## src/rtl/adder_scoreboard_if.sv

```systemverilog
// Operand/result tap and run control seen by the adder scoreboard.
// The master drives the pairs and results, the scoreboard observes them.
interface adder_scoreboard_if #(
  parameter int unsigned DATA_W = 8,
  parameter int unsigned CNT_W  = 32
);
  logic              start_i;
  logic [CNT_W-1:0]  total_i;
  logic              in_valid_i;
  logic [DATA_W-1:0] a_i;
  logic [DATA_W-1:0] b_i;
  logic [DATA_W-1:0] res_i;

  modport master (output start_i, total_i, in_valid_i, a_i, b_i, res_i);
  modport slave  (input  start_i, total_i, in_valid_i, a_i, b_i, res_i);
endinterface

```

## src/rtl/adder_scoreboard.sv

```systemverilog
// Scoreboard for the 8-bit adder: predicts each sum and delays it by LATENCY.
// It then checks the prediction against res_i and reports a run verdict.
module adder_scoreboard #(
  parameter int unsigned DATA_W  = 8,
  parameter int unsigned LATENCY = 1,
  parameter int unsigned CNT_W   = 32
) (
  input  logic              clk_i,
  input  logic              reset_i,
  adder_scoreboard_if.slave bus,
  output logic              busy_o,
  output logic              done_o,
  output logic              pass_o,
  output logic              extra_o,
  output logic [CNT_W-1:0]  checked_o,
  output logic [CNT_W-1:0]  err_cnt_o,
  output logic [CNT_W-1:0]  first_err_idx_o,
  output logic [DATA_W-1:0] first_err_exp_o,
  output logic [DATA_W-1:0] first_err_got_o
);

  localparam logic [1:0] ST_IDLE  = 2'd0;
  localparam logic [1:0] ST_RUN   = 2'd1;
  localparam logic [1:0] ST_DRAIN = 2'd2;
  localparam logic [1:0] ST_DONE  = 2'd3;

  // Every stage except the last; the last one is compared this cycle.
  localparam logic [LATENCY-1:0] HEAD_MASK = LATENCY'((1 << (LATENCY - 1)) - 1);

  logic [1:0]        state_q, state_d;
  logic [CNT_W-1:0]  total_q, total_d;
  logic [CNT_W-1:0]  issued_q, issued_d;
  logic [CNT_W-1:0]  checked_q, checked_d;
  logic [CNT_W-1:0]  err_q, err_d;
  logic [CNT_W-1:0]  fidx_q, fidx_d;
  logic [DATA_W-1:0] fexp_q, fexp_d;
  logic [DATA_W-1:0] fgot_q, fgot_d;
  logic              extra_q, extra_d;
  logic              busy_q, busy_d;
  logic              done_q, done_d;
  logic              pass_q, pass_d;

  logic [LATENCY-1:0] vld_q;
  logic [DATA_W-1:0]  exp_q [LATENCY];
  logic [CNT_W-1:0]   idx_q [LATENCY];

  logic              accept_c;
  logic              start_ok_c;
  logic              inflight_c;
  logic              cmp_vld_c;
  logic              mismatch_c;
  logic [DATA_W-1:0] sum_c;

  assign sum_c      = bus.a_i + bus.b_i;
  assign accept_c   = (state_q == ST_RUN) && bus.in_valid_i && (issued_q < total_q);
  assign start_ok_c = bus.start_i && ((state_q == ST_IDLE) || (state_q == ST_DONE));
  assign inflight_c = |(vld_q & HEAD_MASK);
  assign cmp_vld_c  = vld_q[LATENCY-1];
  assign mismatch_c = cmp_vld_c && (exp_q[LATENCY-1] != bus.res_i);

  // Expected-sum delay line: valids are reset, payload just follows them.
  always_ff @(posedge clk_i) begin
    if (reset_i) begin
      vld_q <= '0;
    end else begin
      vld_q <= LATENCY'({vld_q, accept_c});
    end
  end

  always_ff @(posedge clk_i) begin
    exp_q[0] <= sum_c;
    idx_q[0] <= issued_q;
    for (int i = 1; i < int'(LATENCY); i++) begin
      exp_q[i] <= exp_q[i-1];
      idx_q[i] <= idx_q[i-1];
    end
  end

  always_ff @(posedge clk_i) begin
    if (reset_i) begin
      state_q   <= ST_IDLE;
      total_q   <= '0;
      issued_q  <= '0;
      checked_q <= '0;
      err_q     <= '0;
      fidx_q    <= '0;
      fexp_q    <= '0;
      fgot_q    <= '0;
      extra_q   <= 1'b0;
      busy_q    <= 1'b0;
      done_q    <= 1'b0;
      pass_q    <= 1'b0;
    end else begin
      state_q   <= state_d;
      total_q   <= total_d;
      issued_q  <= issued_d;
      checked_q <= checked_d;
      err_q     <= err_d;
      fidx_q    <= fidx_d;
      fexp_q    <= fexp_d;
      fgot_q    <= fgot_d;
      extra_q   <= extra_d;
      busy_q    <= busy_d;
      done_q    <= done_d;
      pass_q    <= pass_d;
    end
  end

  always_comb begin
    state_d   = state_q;
    total_d   = total_q;
    issued_d  = issued_q;
    checked_d = checked_q;
    err_d     = err_q;
    fidx_d    = fidx_q;
    fexp_d    = fexp_q;
    fgot_d    = fgot_q;
    extra_d   = extra_q;

    if (cmp_vld_c) begin
      checked_d = checked_q + CNT_W'(1);
      if (mismatch_c) begin
        if (err_q != '1) err_d = err_q + CNT_W'(1);
        if (err_q == '0) begin
          fidx_d = idx_q[LATENCY-1];
          fexp_d = exp_q[LATENCY-1];
          fgot_d = bus.res_i;
        end
      end
    end

    case (state_q)
      ST_IDLE, ST_DONE: begin
        if (start_ok_c) begin
          total_d   = bus.total_i;
          issued_d  = '0;
          checked_d = '0;
          err_d     = '0;
          fidx_d    = '0;
          fexp_d    = '0;
          fgot_d    = '0;
          extra_d   = 1'b0;
          state_d   = (bus.total_i == '0) ? ST_DONE : ST_RUN;
        end else if ((state_q == ST_DONE) && bus.in_valid_i) begin
          extra_d = 1'b1;
        end
      end
      ST_RUN: begin
        if (accept_c) begin
          issued_d = issued_q + CNT_W'(1);
          if (issued_d == total_q) state_d = ST_DRAIN;
        end
      end
      ST_DRAIN: begin
        if (bus.in_valid_i) extra_d = 1'b1;
        if (!inflight_c) state_d = ST_DONE;
      end
      default: state_d = ST_IDLE;
    endcase

    busy_d = (state_d == ST_RUN) || (state_d == ST_DRAIN);
    done_d = (state_d == ST_DONE);
    pass_d = done_d && (err_d == '0) && !extra_d;
  end

  assign busy_o          = busy_q;
  assign done_o          = done_q;
  assign pass_o          = pass_q;
  assign extra_o         = extra_q;
  assign checked_o       = checked_q;
  assign err_cnt_o       = err_q;
  assign first_err_idx_o = fidx_q;
  assign first_err_exp_o = fexp_q;
  assign first_err_got_o = fgot_q;

endmodule
```

## src/flat_wrapper.sv

```systemverilog
// flat-port wrapper written by rule: the top's interface ports become plain ports
module adder_scoreboard_flat 
#(
  parameter int unsigned DATA_W  = 8,
  parameter int unsigned LATENCY = 1,
  parameter int unsigned CNT_W   = 32
)
  (clk_i, reset_i, busy_o, done_o, pass_o, extra_o, checked_o, err_cnt_o, first_err_idx_o, first_err_exp_o, first_err_got_o, bus_start_i, bus_total_i, bus_in_valid_i, bus_a_i, bus_b_i, bus_res_i);
  adder_scoreboard_if #(.DATA_W(DATA_W), .CNT_W(CNT_W)) bus_i ();
  input  logic clk_i;
  input  logic reset_i;
  output logic busy_o;
  output logic done_o;
  output logic pass_o;
  output logic extra_o;
  output logic [CNT_W-1:0] checked_o;
  output logic [CNT_W-1:0] err_cnt_o;
  output logic [CNT_W-1:0] first_err_idx_o;
  output logic [DATA_W-1:0] first_err_exp_o;
  output logic [DATA_W-1:0] first_err_got_o;
  input wire logic [$bits(bus_i.start_i)-1:0] bus_start_i;
  input wire logic [$bits(bus_i.total_i)-1:0] bus_total_i;
  input wire logic [$bits(bus_i.in_valid_i)-1:0] bus_in_valid_i;
  input wire logic [$bits(bus_i.a_i)-1:0] bus_a_i;
  input wire logic [$bits(bus_i.b_i)-1:0] bus_b_i;
  input wire logic [$bits(bus_i.res_i)-1:0] bus_res_i;
  assign bus_i.start_i = bus_start_i;
  assign bus_i.total_i = bus_total_i;
  assign bus_i.in_valid_i = bus_in_valid_i;
  assign bus_i.a_i = bus_a_i;
  assign bus_i.b_i = bus_b_i;
  assign bus_i.res_i = bus_res_i;
  adder_scoreboard #(.DATA_W(DATA_W), .LATENCY(LATENCY), .CNT_W(CNT_W)) u_core (.clk_i(clk_i), .reset_i(reset_i), .bus(bus_i), .busy_o(busy_o), .done_o(done_o), .pass_o(pass_o), .extra_o(extra_o), .checked_o(checked_o), .err_cnt_o(err_cnt_o), .first_err_idx_o(first_err_idx_o), .first_err_exp_o(first_err_exp_o), .first_err_got_o(first_err_got_o));
endmodule
```

## config.mk

```make
export PLATFORM = sky130hd
export DESIGN_NAME = adder_scoreboard_flat
export DESIGN_NICKNAME = d
export VERILOG_FILES = /design/src/rtl/adder_scoreboard_if.sv /design/src/rtl/adder_scoreboard.sv /design/src/flat_wrapper.sv
export SDC_FILE = /design/constraint.sdc
export NUM_CORES = 1
export LEC_CHECK = 0
export ABC_AREA = 1
export CORE_MARGIN = 4
export CORE_UTILIZATION = 64
export CTS_CLUSTER_SIZE = 30
export DETAILED_ROUTE_END_ITERATION = 6
export DONT_BUFFER_PORTS = 1
export PLACE_DENSITY = 0.82
export SYNTH_ARGS = -nofsm -noshare
export SYNTH_HDL_FRONTEND = slang
export SYNTH_SLANG_ARGS = --single-unit
```

## constraint.sdc

```tcl
create_clock -name clk_i -period 3.7 [get_ports clk_i]
set_clock_uncertainty 0.2 [all_clocks]
set_input_delay 0.74 -clock clk_i [delete_from_list [all_inputs] [get_ports clk_i]]
set_output_delay 0.74 -clock clk_i [all_outputs]
set_load 0.01 [all_outputs]
```

== Word level (Yosys, flattened, before mapping) ==
Memory sizes are Yosys's and may differ from the RTL's.
Cells that the tools add are included.

* Bits in registers: 183
* Bits in latches: 0
* RAM bits: 40
* Memory bits (read-only): 0
* Input port bits: 60
* Output and inout port bits: 116
* Logic and storage cells: 84
* Memories: 2

{| class="wikitable"
|+ Memory list
! name !! words !! width !! rd ports !! clocked after memory_dff !! wr ports !! RTL line !! text
|-
| u_core.idx_q || 1 || 32 || 1 || 0 || 1 || adder_scoreboard.sv:45 || <nowiki>logic [CNT_W-1:0] idx_q [LATENCY];</nowiki>
|-
| u_core.exp_q || 1 || 8 || 1 || 0 || 1 || adder_scoreboard.sv:44 || <nowiki>logic [DATA_W-1:0] exp_q [LATENCY];</nowiki>
|}

* Add/sub/neg operators: 4
* $mul: 0
* Div/mod/pow operators: 0
* $lt $le $gt $ge: 1
* Equality and inequality tests: 11
* Shift operators: 0
* Muxes and demuxes: 35
* Bitwise operators: 0
* Reductions and logical operators: 18

{| class="wikitable"
|+ Operators with widths
! operator !! number
|-
| $mux W32 || 15
|-
| $add A32 B1 Y32 const B || 3
|-
| $logic_not A32 Y1 || 3
|-
| $mux W8 || 10
|-
| $pmux W32 S2 || 1
|-
| $eq A32 B32 Y1 || 1
|-
| $lt A32 B32 Y1 || 1
|-
| $ne A32 B32 Y1 const B || 1
|-
| $add A8 B8 Y8 || 1
|-
| $eq A2 B2 Y1 const B || 4
|-
| $mux W2 || 4
|-
| $ne A8 B8 Y1 || 1
|-
| $logic_and A1 B1 Y1 || 7
|-
| $pmux W2 S3 || 1
|-
| $eq A2 B1 Y1 const B || 2
|-
| $ne A2 B1 Y1 const B || 2
|-
| $mux W1 || 3
|-
| $reduce_and A3 Y1 || 1
|-
| $logic_not A2 Y1 || 1
|-
| $logic_or A1 B1 Y1 || 2
|-
| $pmux W1 S2 || 1
|-
| $reduce_and A2 Y1 || 1
|-
| $reduce_bool A2 Y1 || 1
|-
| $reduce_or A2 Y1 || 1
|-
| $logic_not A1 Y1 || 1
|}

== Logic depth before layout (Yosys ltp) ==
An unclocked memory read counts as a cell.

* Word-level depth: 10
* Gate-level depth with buffers: 28
* Depth with buffers taken out: 28

== Worst setup path before layout ==
Ideal clock, no wire load.

* Path kind: register to register
* Start: reg u_core.issued_q[1]
* End: reg u_core.pass_q (netlist: u_core.pass_o)
* Library setup time: 64 ps
* Data arrival time: 2,622 ps
* Data required time: 3,436 ps
* Setup slack: 814 ps
* Stages on the path, launching flop included: 29
* Path buffers: 0
* Clock period less this slack: 2,886 ps
* Cells stage by stage: dfxtp_1 > ha_1 > nand2_1 > nor2_4 > nand2_1 > nor2_1 > nand2_1 > nand2_1 > nand2_1 > nand2_1 > nand3_1 > nor2_1 > nand2_1 > nor2_1 > nand3_1 > nand2_1 > nand2_1 > nand2_1 > nand2_1 > inv_1 > ha_1 > inv_1 > nor3_1 > nand2_1 > inv_1 > nand2_1 > nor2_1 > nand2_1 > nor2_1

* Longest elaborated chain between the ends: 8
* Elaborated cells between the ends (all ways): 10
* Those cells by class: 1 x add/sub; 1 x order compare; 2 x eq/ne; 3 x mux; 3 x reduce/logical

{| class="wikitable"
|+ Ends and longest elaborated chain
! element !! RTL line !! text
|-
| start, declared || adder_scoreboard.sv:32 || <nowiki>logic [CNT_W-1:0] issued_q, issued_d;</nowiki>
|-
| start signal, assigned || adder_scoreboard.sv:96 || <nowiki>issued_q <= issued_d;</nowiki>
|-
| $add A32 B1 Y32 || adder_scoreboard.sv:150 || <nowiki>issued_d = issued_q + CNT_W'(1);</nowiki>
|-
| $eq A32 B32 Y1 || adder_scoreboard.sv:151 || <nowiki>if (issued_d == total_q) state_d = ST_DRAIN;</nowiki>
|-
| $mux W2 || adder_scoreboard.sv:151 ||
|-
| $mux W2 (*) || adder_scoreboard.sv:149 || <nowiki>if (accept_c) begin</nowiki>
|-
| $pmux W2 S3 (*) || adder_scoreboard.sv:132 || <nowiki>case (state_q)</nowiki>
|-
| net u_core.state_d[1] || adder_scoreboard.sv:30 || <nowiki>logic [1:0] state_q, state_d;</nowiki>
|-
| $eq A2 B2 Y1 (*) || adder_scoreboard.sv:162 || <nowiki>done_d = (state_d == ST_DONE);</nowiki>
|-
| net u_core.done_d || adder_scoreboard.sv:40 || <nowiki>logic done_q, done_d;</nowiki>
|-
| $logic_and A1 B1 Y1 (*) (2 in a row) || adder_scoreboard.sv:163 || <nowiki>pass_d = done_d && (err_d == '0) && !extra_d;</nowiki>
|-
| end signal, assigned || adder_scoreboard.sv:105 || <nowiki>pass_q <= pass_d;</nowiki>
|-
| end, declared || adder_scoreboard.sv:41 || <nowiki>logic pass_q, pass_d;</nowiki>
|}

The timed path passes the listed nets; every way through them passes the cells marked *.
A chain may end at the register's enable or synchronous reset.

== Worst setup path after layout ==
* Start: reg u_core.issued_q[5]
* End: reg u_core.pass_q (netlist: u_core.pass_o)

Same word-level chain as after synthesis.

==> run metrics <==
status complete, no violations; WP buf/inv 4; Final HPWL DP 25,300 um; Routed Antenna Nets 0; final WL between 30,000 and 40,000 um; CP Data Required Time 3.97 ns; Initial DRC Count 1,097; Syn Nets 1,810; number of antenna diodes 0; Worst Path Max Fanout 7; via count 11,400; final setup violation count 0; DIE HEIGHT between 100 and 150 um; routability cong. 1.01; pin count of the biggest net entering global routing 54; EDFF count, synth 0; Leak around 0.0050 uW; hold_buf cts 0; Worst Setup Start Kind flip-flop; Synth Flop Type dfxtp_1; register area share after synthesis 38.3%; setup_tns 0 ns; latest clock arrival within the worst-skew pair between 0.5 and 0.6 ns; Peak supply drop between 0.5 and 0.6 mV; Worst path slowest cell dfxtp_1; max incr delay on CP 0.43 ns; CP arrival 3.67 ns; grt total ovfl 0; Synth async-reset ratio 0%; vias in the first global route 10,600; crit share post-route 91.9%; Die Span X between 100 and 150 um; final hold violations 0; WS Path Type reg2reg; number of max-cap violations 0; max-slew violations 0; area grow syn2layout 11.3%; row count 49; clock transition at the registers of the reported paths 0.06 ns; Netlist cell types 46; initial cell density of the core 64.9%; RSZ-0062 raised after global routing no; PortBufs 0; Worst-Margin Slew between 0.8 and 0.9 ns; Final min period 3.40 ns; TritonCTS buffer count 24; initial antenna violation count 0; fin cells 1,955; placed cells around 1,900; cell count after synthesis 1,702; clk sinks about 220; Pwr per Cell Area about 700 nW/um2; TritonCTS clock tree done; Core ar. 18,000 um2; most used cell, CP nand2_1; Top delay family on crit path simple AND/OR/NAND/NOR gates; global-route wire length before repair around 54,000 um; Top-Level Pins 176; PnR worst setup slack 0.301 ns; Mapped Area 11,700 um2; Layout Nets between 1,500 and 2,000; clk buf depth 3; Ys Warns 0; Worst slew margin 44.8%; flops & latches, synth 223; Mean Syn Cell Area roughly 6.8 um2; first-pass iteration count of the detailed router 6; Hold Path Class in2reg; f_max 294 MHz; DR vias/cell 5.86; share of layout cells above drive strength 1 7.36%; full die area ~20,000 um2; DR DRC count 0; total power 9190 uW; WL/cell 17.4 um; pre-CTS setup slack 0.201 ns; htree depth 1; Total GRT Usage 32.1%; endpoint class of the critical path flip-flop; clock root buffer clkbuf_16
[worst register-to-register path: cells and delay by family (launching register included)]
kind / cells / cell delay (ns)
and+or+nand+nor: 23 / 2.27
DFF: 1 / 0.43
buffers and inverters: 4 / 0.31
adders and majority gates: 1 / 0.13
[where the power goes]
group	switching (uW)	internal, uW
logic	2030	1100
registers	534	2900
clock network	1010	1610
total	3580	5610
[worst paths after layout]
kind | start | end | slack (ns) | cells after the start
worst max-delay path | u_core.issued_q[5] | u_core.pass_o | 0.30 | 28
worst min-delay path | reset_i | u_core.state_q[1] | 0.07 | 1
worst max register to register | u_core.issued_q[5] | u_core.pass_o | 0.30 | 28
worst min register to register | u_core.issued_q[9] | u_core.idx_q[0][9] | 0.20 | 0
[cells by family after synthesis]
kind of cell / share of synthesized area, %
AO/OA/AOI/OAI: 15.9
XOR/XNOR: 3.20
adder cells (fa/ha/maj): 5.22
buffers and inverters: 9.22
flip-flops: 38.3
AND/OR/NAND/NOR: 28.2
[synthesized netlist by cell type, drive strengths merged, types with 3 or more instances]
library cell	n	area (um2)
o21ai	155	776
xor2	29	254
clkbuf	40	160
buf	16	97.6
nand4	28	181
inv	216	813
nand3b	4	30.0
o21a	3	22.5
a21oi	170	851
nor3	38	190
ha	47	588
nand3	111	561
xnor2	11	96.3
nor2	216	866
dfxtp	223	4460
or2	6	37.5
o211ai	15	113
nand2	336	1270
nor4	20	131
[area by class of cell]
type | instances | area (um2)
well taps | 229 | 287
repair buffers | 36 | 333
clock inverters | 12 | 184
clock buffers | 32 | 701
flip-flops and latches | 223 | 4470
fillers | 1510 | 4990
inverters | 217 | 817
multi-input cells | 1206 | 6180
[state kept, by name (all words and copies together) (netlist names), 8 cells and up]
register	cells
u_core.checked_o	32
u_core.err_cnt_o	32
u_core.exp_q	8
u_core.first_err_exp_o	8
u_core.first_err_got_o	8
u_core.first_err_idx_o	32
u_core.idx_q	32
u_core.issued_q	32
u_core.total_q	32
[cell usage in the layout, fill, tap and decap left out, types with 6 or more instances in the layout]
cell type  count
nand2_2        9
o211ai_1      15
nand3_1      109
buf_4         31
o21ai_0      154
inv_1        214
a21oi_1      169
nor2_4         8
nor4_1        19
nand4_1       27
clkbuf_8       7
or2_2          6
xor2_1        29
dfxtp_1      217
ha_1          46
nand2_1      327
nor3_1        38
clkbuf_16     24
nor2_1       198
xnor2_1       11
nor2_2        10
[metrics by stage]
| step | hold WS [ns] | area (um2) | util [%] |
|---|---|---|---|
| detailed placement | 0.205 | 12000 | 66.7 |
| global placement | 0.204 | 12000 | 66.7 |
| global route | 0.0610 | 13000 | 72.2 |
| CTS | 0.0585 | 12900 | 71.7 |
| finish | 0.0708 | 13000 | 72.2 |
| floorplan | 0.168 | 11700 | - |
[timing repair]
item | in CTS | in global routing
endpoints found under the setup margin | 0 | 1
buffers inserted | 0 | 6
hold endpoints to repair | 0 | 0
gates resized for setup | 0 | 22
[routing by layer]
metal | track usage [%] | share of wire (%) | vias up
met2 | 49.8 | 43 | 570
met3 | 6.66 | 11 | 95
met1 | 44.7 | 43 | 5162
met4 | 11.1 | 3.3 | 0
met5 | 0 | 0 | -
li1 | - | - | 5621
No activity file was read; power rests on OpenSTA's default activity.
